<file path="src/rtl/cpu_pkg.sv">
// Shared constants, field widths and FSM state type for the 4-bit CPU controller.
package cpu_pkg;

  localparam int unsigned DATA_W    = 4;
  localparam int unsigned PC_W      = 4;
  localparam int unsigned INSTR_W   = 8;
  localparam int unsigned REG_IDX_W = 2;
  localparam int unsigned NUM_REGS  = 4;

  localparam logic [1:0] ALU_ADD = 2'b00;
  localparam logic [1:0] ALU_OR  = 2'b01;
  localparam logic [1:0] ALU_XOR = 2'b10;
  localparam logic [1:0] ALU_NOT = 2'b11;

  localparam logic [1:0] CLS_ALU  = 2'b00;
  localparam logic [1:0] CLS_LDI  = 2'b01;
  localparam logic [1:0] CLS_JMP  = 2'b10;
  localparam logic [1:0] CLS_HALT = 2'b11;

  typedef enum logic [1:0] {
    FETCH  = 2'b00,
    DECODE = 2'b01,
    EXEC   = 2'b10,
    HALT   = 2'b11
  } state_e;

  function automatic logic [1:0] instr_class(input logic [INSTR_W-1:0] instr);
    return instr[7:6];
  endfunction

endpackage

</file>
<file path="src/rtl/cpu_regfile.sv">
// 4x4-bit register file: one synchronous write port, three combinational read ports.
module cpu_regfile
  import cpu_pkg::*;
(
  input  logic                 i_clk,
  input  logic                 i_rst_n,
  input  logic                 i_we,
  input  logic [REG_IDX_W-1:0] i_waddr,
  input  logic [DATA_W-1:0]    i_wdata,
  input  logic [REG_IDX_W-1:0] i_raddr_a,
  input  logic [REG_IDX_W-1:0] i_raddr_b,
  input  logic [REG_IDX_W-1:0] i_raddr_dbg,
  output logic [DATA_W-1:0]    o_rdata_a,
  output logic [DATA_W-1:0]    o_rdata_b,
  output logic [DATA_W-1:0]    o_rdata_dbg
);

  logic [DATA_W-1:0] r_regs [NUM_REGS];

  always_ff @(posedge i_clk or negedge i_rst_n) begin
    if (!i_rst_n) begin
      for (int i = 0; i < NUM_REGS; i++) begin
        r_regs[i] <= '0;
      end
    end else if (i_we) begin
      r_regs[i_waddr] <= i_wdata;
    end
  end

  assign o_rdata_a   = r_regs[i_raddr_a];
  assign o_rdata_b   = r_regs[i_raddr_b];
  assign o_rdata_dbg = r_regs[i_raddr_dbg];

endmodule

</file>
<file path="src/rtl/cpu_control_unit.sv">
// Multi-cycle fetch/decode/execute controller driving an external combinational ALU.
module cpu_control_unit
  import cpu_pkg::*;
(
  input  logic                 clk,
  input  logic                 rst_n,
  output logic                 imem_req,
  output logic [PC_W-1:0]      imem_addr,
  input  logic                 imem_ack,
  input  logic [INSTR_W-1:0]   imem_data,
  output logic [DATA_W-1:0]    alu_a,
  output logic [DATA_W-1:0]    alu_b,
  output logic [1:0]           alu_control,
  input  logic [DATA_W-1:0]    alu_result,
  output logic [PC_W-1:0]      pc,
  output logic                 halted,
  input  logic [REG_IDX_W-1:0] dbg_sel,
  output logic [DATA_W-1:0]    dbg_data
);

  state_e             r_state, w_state_next;
  logic [PC_W-1:0]    r_pc, w_pc_next;
  logic [INSTR_W-1:0] r_ir, w_ir_next;
  logic               r_req, w_req_next;
  logic [DATA_W-1:0]  r_alu_a, w_alu_a_next;
  logic [DATA_W-1:0]  r_alu_b, w_alu_b_next;
  logic [1:0]         r_alu_ctl, w_alu_ctl_next;

  logic                 w_we;
  logic [REG_IDX_W-1:0] w_waddr;
  logic [DATA_W-1:0]    w_wdata;
  logic [DATA_W-1:0]    w_rdata_a;
  logic [DATA_W-1:0]    w_rdata_b;
  logic [REG_IDX_W-1:0] w_rd;
  logic [REG_IDX_W-1:0] w_rs;

  // ALU-class field positions; rd doubles as operand A source and writeback target.
  assign w_rd = r_ir[3:2];
  assign w_rs = r_ir[1:0];

  cpu_regfile u_regfile (
    .i_clk       (clk),
    .i_rst_n     (rst_n),
    .i_we        (w_we),
    .i_waddr     (w_waddr),
    .i_wdata     (w_wdata),
    .i_raddr_a   (w_rd),
    .i_raddr_b   (w_rs),
    .i_raddr_dbg (dbg_sel),
    .o_rdata_a   (w_rdata_a),
    .o_rdata_b   (w_rdata_b),
    .o_rdata_dbg (dbg_data)
  );

  always_ff @(posedge clk or negedge rst_n) begin
    if (!rst_n) begin
      r_state   <= FETCH;
      r_pc      <= '0;
      r_ir      <= '0;
      r_req     <= 1'b0;
      r_alu_a   <= '0;
      r_alu_b   <= '0;
      r_alu_ctl <= ALU_ADD;
    end else begin
      r_state   <= w_state_next;
      r_pc      <= w_pc_next;
      r_ir      <= w_ir_next;
      r_req     <= w_req_next;
      r_alu_a   <= w_alu_a_next;
      r_alu_b   <= w_alu_b_next;
      r_alu_ctl <= w_alu_ctl_next;
    end
  end

  always_comb begin
    w_state_next   = r_state;
    w_pc_next      = r_pc;
    w_ir_next      = r_ir;
    w_req_next     = r_req;
    w_alu_a_next   = r_alu_a;
    w_alu_b_next   = r_alu_b;
    w_alu_ctl_next = r_alu_ctl;
    w_we           = 1'b0;
    w_waddr        = w_rd;
    w_wdata        = alu_result;

    unique case (r_state)
      FETCH: begin
        if (!r_req) begin
          w_req_next = 1'b1;
        end else if (imem_ack) begin
          w_ir_next    = imem_data;
          w_req_next   = 1'b0;
          w_state_next = DECODE;
        end
      end
      DECODE: begin
        unique case (instr_class(r_ir))
          CLS_ALU: begin
            w_alu_a_next   = w_rdata_a;
            w_alu_b_next   = w_rdata_b;
            w_alu_ctl_next = r_ir[5:4];
            w_state_next   = EXEC;
          end
          CLS_LDI: begin
            w_we         = 1'b1;
            w_waddr      = r_ir[5:4];
            w_wdata      = r_ir[3:0];
            w_pc_next    = r_pc + PC_W'(1);
            w_state_next = FETCH;
          end
          CLS_JMP: begin
            w_pc_next    = r_ir[3:0];
            w_state_next = FETCH;
          end
          CLS_HALT: begin
            w_state_next = HALT;
          end
          default: begin
            w_state_next = HALT;
          end
        endcase
      end
      EXEC: begin
        w_we         = 1'b1;
        w_pc_next    = r_pc + PC_W'(1);
        w_state_next = FETCH;
      end
      HALT: begin
        w_state_next = HALT;
      end
      default: begin
        w_state_next = FETCH;
      end
    endcase
  end

  assign imem_req    = r_req;
  assign imem_addr   = r_pc;
  assign pc          = r_pc;
  assign alu_a       = r_alu_a;
  assign alu_b       = r_alu_b;
  assign alu_control = r_alu_ctl;
  assign halted      = (r_state == HALT);

endmodule

</file>
<file path="config.mk">
export PLATFORM = sky130hd
export DESIGN_NAME = cpu_control_unit
export DESIGN_NICKNAME = d
export VERILOG_FILES = /design/src/rtl/cpu_pkg.sv /design/src/rtl/cpu_regfile.sv /design/src/rtl/cpu_control_unit.sv
export SDC_FILE = /design/constraint.sdc
export NUM_CORES = 1
export LEC_CHECK = 0
export ABC_AREA = 1
export CAP_MARGIN = 0
export CORE_MARGIN = 1.5
export CORE_UTILIZATION = 48
export DETAILED_ROUTE_END_ITERATION = 8
export PLACE_DENSITY = 0.75
export SLEW_MARGIN = 15
export SYNTH_ARGS = -nofsm -noshare
export SYNTH_HDL_FRONTEND = slang
export SYNTH_SLANG_ARGS = --single-unit
</file>
<file path="constraint.sdc">
create_clock -name clk -period 1.7 [get_ports clk]
set_clock_uncertainty 0.15 [all_clocks]
set_input_delay 0.17 -clock clk [delete_from_list [all_inputs] [get_ports clk]]
set_output_delay 0.17 -clock clk [all_outputs]
set_load 0.1 [all_outputs]
</file>
# After elaboration in Yosys (flattened, before gate mapping)
# Cells that the tools add are included.
[classes]
n_reduce_logical = 9
bitwise_logic = 4
add_sub_neg = 1
magnitude_cmp = 5
muxes = 26
eq_ne = 9
[op_table]
columns = ["cell", "count"]
rows = [
  ["$mux 4", 9],
  ["$bmux 4 s2", 3],
  ["$bwmux 16", 1],
  ["$pmux 4 s2", 2],
  ["$ge 3x3->1 const B", 4],
  ["$not 2->3", 4],
  ["$demux 4 s2", 1],
  ["$eq 2x2->1 const B", 4],
  ["$mux 2", 4],
  ["$pmux 2 s4", 1],
  ["$pmux 2 s3", 1],
  ["$reduce_and 2->1", 3],
  ["$add 4x1->4 const B", 1],
  ["$eq 2x1->1 const B", 2],
  ["$logic_not 2->1", 2],
  ["$ne 2x2->1 const B", 2],
  ["$lt 3x1->1 const B", 1],
  ["$mux 1", 3],
  ["$ne 3x3->1 const B", 1],
  ["$reduce_and 3->1", 1],
  ["$pmux 1 s2", 1],
  ["$reduce_bool 2->1", 1],
  ["$reduce_or 2->1", 1],
  ["$logic_and 1x1->1", 1],
]
[word_totals]
elab_cells = 65
regBits = 41
out_inout_bits = 24

# Depth between registers and ports, before layout
[logic_depth]
word_depth = 9
depth_mapped = 9
depth_no_buf = 8

# Hierarchy
# Synthesis repeated with hierarchy kept, for this count alone.
[unflattened]
cells_unflattened = 319
area_unflattened_um2 = 2468.6
[modules_own_cells]
columns = ["module", "n_inst", "cells_per_inst", "area_each_um2", "seq_area_each_um2"]
rows = [
  ["cpu_control_unit", 1, 138, 1333.8, 625.6],
  ["cpu_regfile", 1, 181, 1134.8, 400.4],
]

# Worst setup path before layout
# OpenSTA, ideal clock, no wires.
[synth_timing]
path_type = "input -> output"
startpoint = "in dbg_sel[0]"
endpoint = "out dbg_data[0]"
path_buffers = 1
required_ns = 1.380
arrival_ns = 2.041
path_stages = 4
setup_slack_ns = -0.661
cell_sequence = "clkbuf_1 > inv_1 > o21ai_0 > o22ai_1"
[synth_between]
elab_chain_len = 4
[synth_rtl]
columns = ["item", "line", "rtl"]
rows = [
  ["from (decl)", "cpu_control_unit.sv:17", "input logic [REG_IDX_W-1:0] dbg_sel,"],
  ["$not 2->3 (not written as such)", "cpu_regfile.sv:32", "assign o_rdata_dbg = r_regs[i_raddr_dbg];"],
  ["$bmux 4 s2", "cpu_regfile.sv:32", ""],
  ["$mux 4 (not written as such) (2 in series)", "cpu_regfile.sv:32", ""],
  ["to (decl)", "cpu_control_unit.sv:18", "output logic [DATA_W-1:0] dbg_data"],
]
# No other way between the ends. The select of a mux whose other input is x is not followed.

# Final worst setup path
[layout_timing]
startpoint = "reg r_state[1]"
endpoint = "reg u_regfile.r_regs[14] in the netlist's numbering"
[layout_between]
elab_chain_len = 8
[layout_rtl]
columns = ["item", "line", "rtl"]
rows = [
  ["from (decl)", "cpu_control_unit.sv:21", "state_e r_state, w_state_next;"],
  ["from (signal assigned)", "cpu_control_unit.sv:65", "r_state <= w_state_next;"],
  ["$eq 2x1->1", "cpu_control_unit.sv:87", "unique case (r_state)"],
  ["$mux 2", "cpu_control_unit.sv:87", ""],
  ["$not 2->3 (not written as such)", "cpu_regfile.sv:26", "r_regs[i_waddr] <= i_wdata;"],
  ["$ge 3x3->1 (not written as such) or $lt 3x1->1 (tied branches)", "cpu_regfile.sv:26", ""],
  ["$logic_and 1x1->1 (not written as such)", "cpu_regfile.sv:26", ""],
  ["$mux 4 (not written as such)", "cpu_regfile.sv:26", ""],
  ["$demux 4 s2", "cpu_regfile.sv:26", ""],
  ["$bwmux 16", "cpu_regfile.sv:26", ""],
  ["to (signal, indexed assignment)", "cpu_regfile.sv:26", ""],
  ["to (decl)", "cpu_regfile.sv:18", "logic [DATA_W-1:0] r_regs [NUM_REGS];"],
]
# Parallel ways exist; a longest one is shown, timed or not.
# A chain may end at the register's enable or synchronous reset.

==> results.cfg <==
[status]
status = complete, but fails checks
violations = setup timing

[timing]
finalSetupTns_ns = -1.09
worst_pin_slew_ns = 0.594
fin_crit_sh = 1.09
slew_violations = 0
rsz0062_at_grt = true
setup_viol = 16
hold_viol = 0
slew_headroom = 0.604
fin_ws_ns = -0.157
fmax_mhz = 538
fin_crit_ns = 1.86

[floorplan]
die_w_um = 74.8
dieArea_um2 = 5600
die_h_um = 74.8
fp.coreArea_um2 = 4850
start_util = 0.510
placementRows = 25
ios = 41

[worst_setup_path]
crit_type = register to register
path_common_cell = nand2_1
critPathMaxFanout = 10
worstPathArrival_ns = 1.89
timing.critical_path.cells = inv_2 -> ha_4 -> buf_4 -> nand3_1 -> nand2_4 -> nand3_4 -> nand2_1 -> nand2_1
endpoint_kind = register
worst-r2r-setup-slack_ns = -0.16
startpoint_type = register
cp_slowest_stage_delay_ns = 0.41
cp_slowest_cell = dfrtp_1
required_ns = 1.73

[route]
drc_errors = 0
first_pass_iters = 7
routed_wl_um = 7610
via_per_inst = 5.50
first_iter_violations = 227
postRouteAntennaNets = 0
wl_per_cell_um = 16.4
vias = 2552

[clock_tree]
clkLatencyLatePin_ns = 0.30
cts_buffer_depth = 2
cts_made_buffers = 5
numClockSinks = 41
cts.clk_slew.worst_paths_ns = 0.08
cts_tree = done
clockRootBuffer = clkbuf_8
htreeDepth = 2

[final_layout]
drive_gt1_frac = 0.307
fill_cells = 296
syn_to_final_growth_pct = 53.5
finalNetCount = 424
mostFrequentLayoutCells = 116 x nand2_1, 36 x dfrtp_1, 27 x inv_1, 27 x buf_12, 24 x buf_4
seq_area_um2 = 1030
final_common_cell = nand2_1
diodes = 0
multi_input_area_um2 = 1480

[job]
max_cap_viol_count = 0

[synth]
synth-seq-cells = 41
avgSynthCellArea_um2 = 7.52
yosysWarningCount = 0
synthTopCellsByArea = dfrtp_1 41%, nand2_1 20%, ha_1 5.6%
synth_nets = 357
syn_area_um2 = 2470
ys_seq_area_frac = 0.415
synth_top_area_share = 0.415
syn_inst = 329
ys_types = 24
yosys.area.top_type = dfrtp_1

[global_routing]
antenna_found_initial = 0
grt_pass1_wl_um = 10700
grt_usage = 0.254
grt-ovfl-total = 0
grt_pass1_vias = 2420
grt_max_degree = 26

[min_path]
min-delay-path-class = primary input to asynchronous set/reset pin

[place]
port-buffer-count = 40
gp_congestion = 0.850
hpwlAfterDp_um = 4720
cells in the mapped netlist, drive strengths merged:
cell type / number
o21ai: 23
o22ai: 5
o211ai: 9
dfrtp: 41
inv: 33
buf: 11
nor2: 12
nand4: 8
nand2: 138
xnor2: 1
ha: 11
clkbuf: 2
nand3: 32
a21oi: 3
per-layer routing:
| layer | track usage | share of wire |
|---|---|---|
| met2 | 0.412 | 0.49 |
| met3 | 0.0562 | 0.070 |
| met5 | 0 | 0 |
| met1 | 0.327 | 0.40 |
| met4 | 0.115 | 0.043 |
timing repair:
item	in CTS	in global routing
hold buffers	1	0
setup buffers	0	11
gates cloned	0	1
setup endpoints to repair	21	22
pin swaps	1	19
hold endpoints to repair	23	0
resized for setup	6	55
sequential cells by signal, summed over array words and instances (netlist names):
| name | count |
|---|---|
| alu_a | 4 |
| alu_b | 4 |
| r_ir | 8 |
| r_state | 2 |
| imem_req | 1 |
| alu_control | 2 |
| u_regfile.r_regs | 16 |
| imem_addr | 4 |
final timing paths:
kind,startpoint,endpoint,cells after the start
min reg2reg,u_regfile.r_regs[3],u_regfile.r_regs[3],2
min in group clk,imem_data[7],r_ir[7],3
max reg2reg,r_state[1],u_regfile.r_regs[14],8
max in group asynchronous,rst_n,u_regfile.r_regs[10],3
max,r_state[1],u_regfile.r_regs[14],8
min,rst_n,imem_addr[3],2
through the flow:
step	area [um^2]	utilization	worst slack, ns	hold slack, ns	cells
after floorplan	2530	-	-0.0244	-0.276	329
after global placement	3340	0.690	-0.0474	0.0358	443
after detailed placement	3340	0.690	-0.0616	0.0434	443
after CTS	3470	0.716	0.00100	0.265	452
after global routing	3800	0.783	-0.183	0.297	464
final	3800	0.783	-0.157	0.260	464
cells by family (layout without fill, tap and decap cells):
| logic type | count (synthesis) | count (layout) | share of synthesized area |
|---|---|---|---|
| simple gates | 190 | 190 | 0.341 |
| buf+inv | 46 | 114 | 0.0870 |
| flops | 41 | 41 | 0.415 |
| compound gates | 40 | 40 | 0.0986 |
| fa+ha+maj | 11 | 11 | 0.0556 |
| xor+xnor | 1 | 1 | 0.00354 |
critical path, delay by kind of cell (launching register included):
family	cells	cell delay, ns
simple gates	5	0.73
buf+inv	2	0.22
flops	1	0.41
fa+ha+maj	1	0.21
area by class of cell:
class,instances,area share
multi-input cells,242,0.390
flip-flops and latches,41,0.272
repair buffers,73,0.252
inverters,33,0.0339
clock buffers,7,0.0227
well taps,67,0.0221
clock inverters,1,0.00791
Power is not shown: default switching activity piles up to over one toggle a cycle in this logic, so the estimate is an artifact.
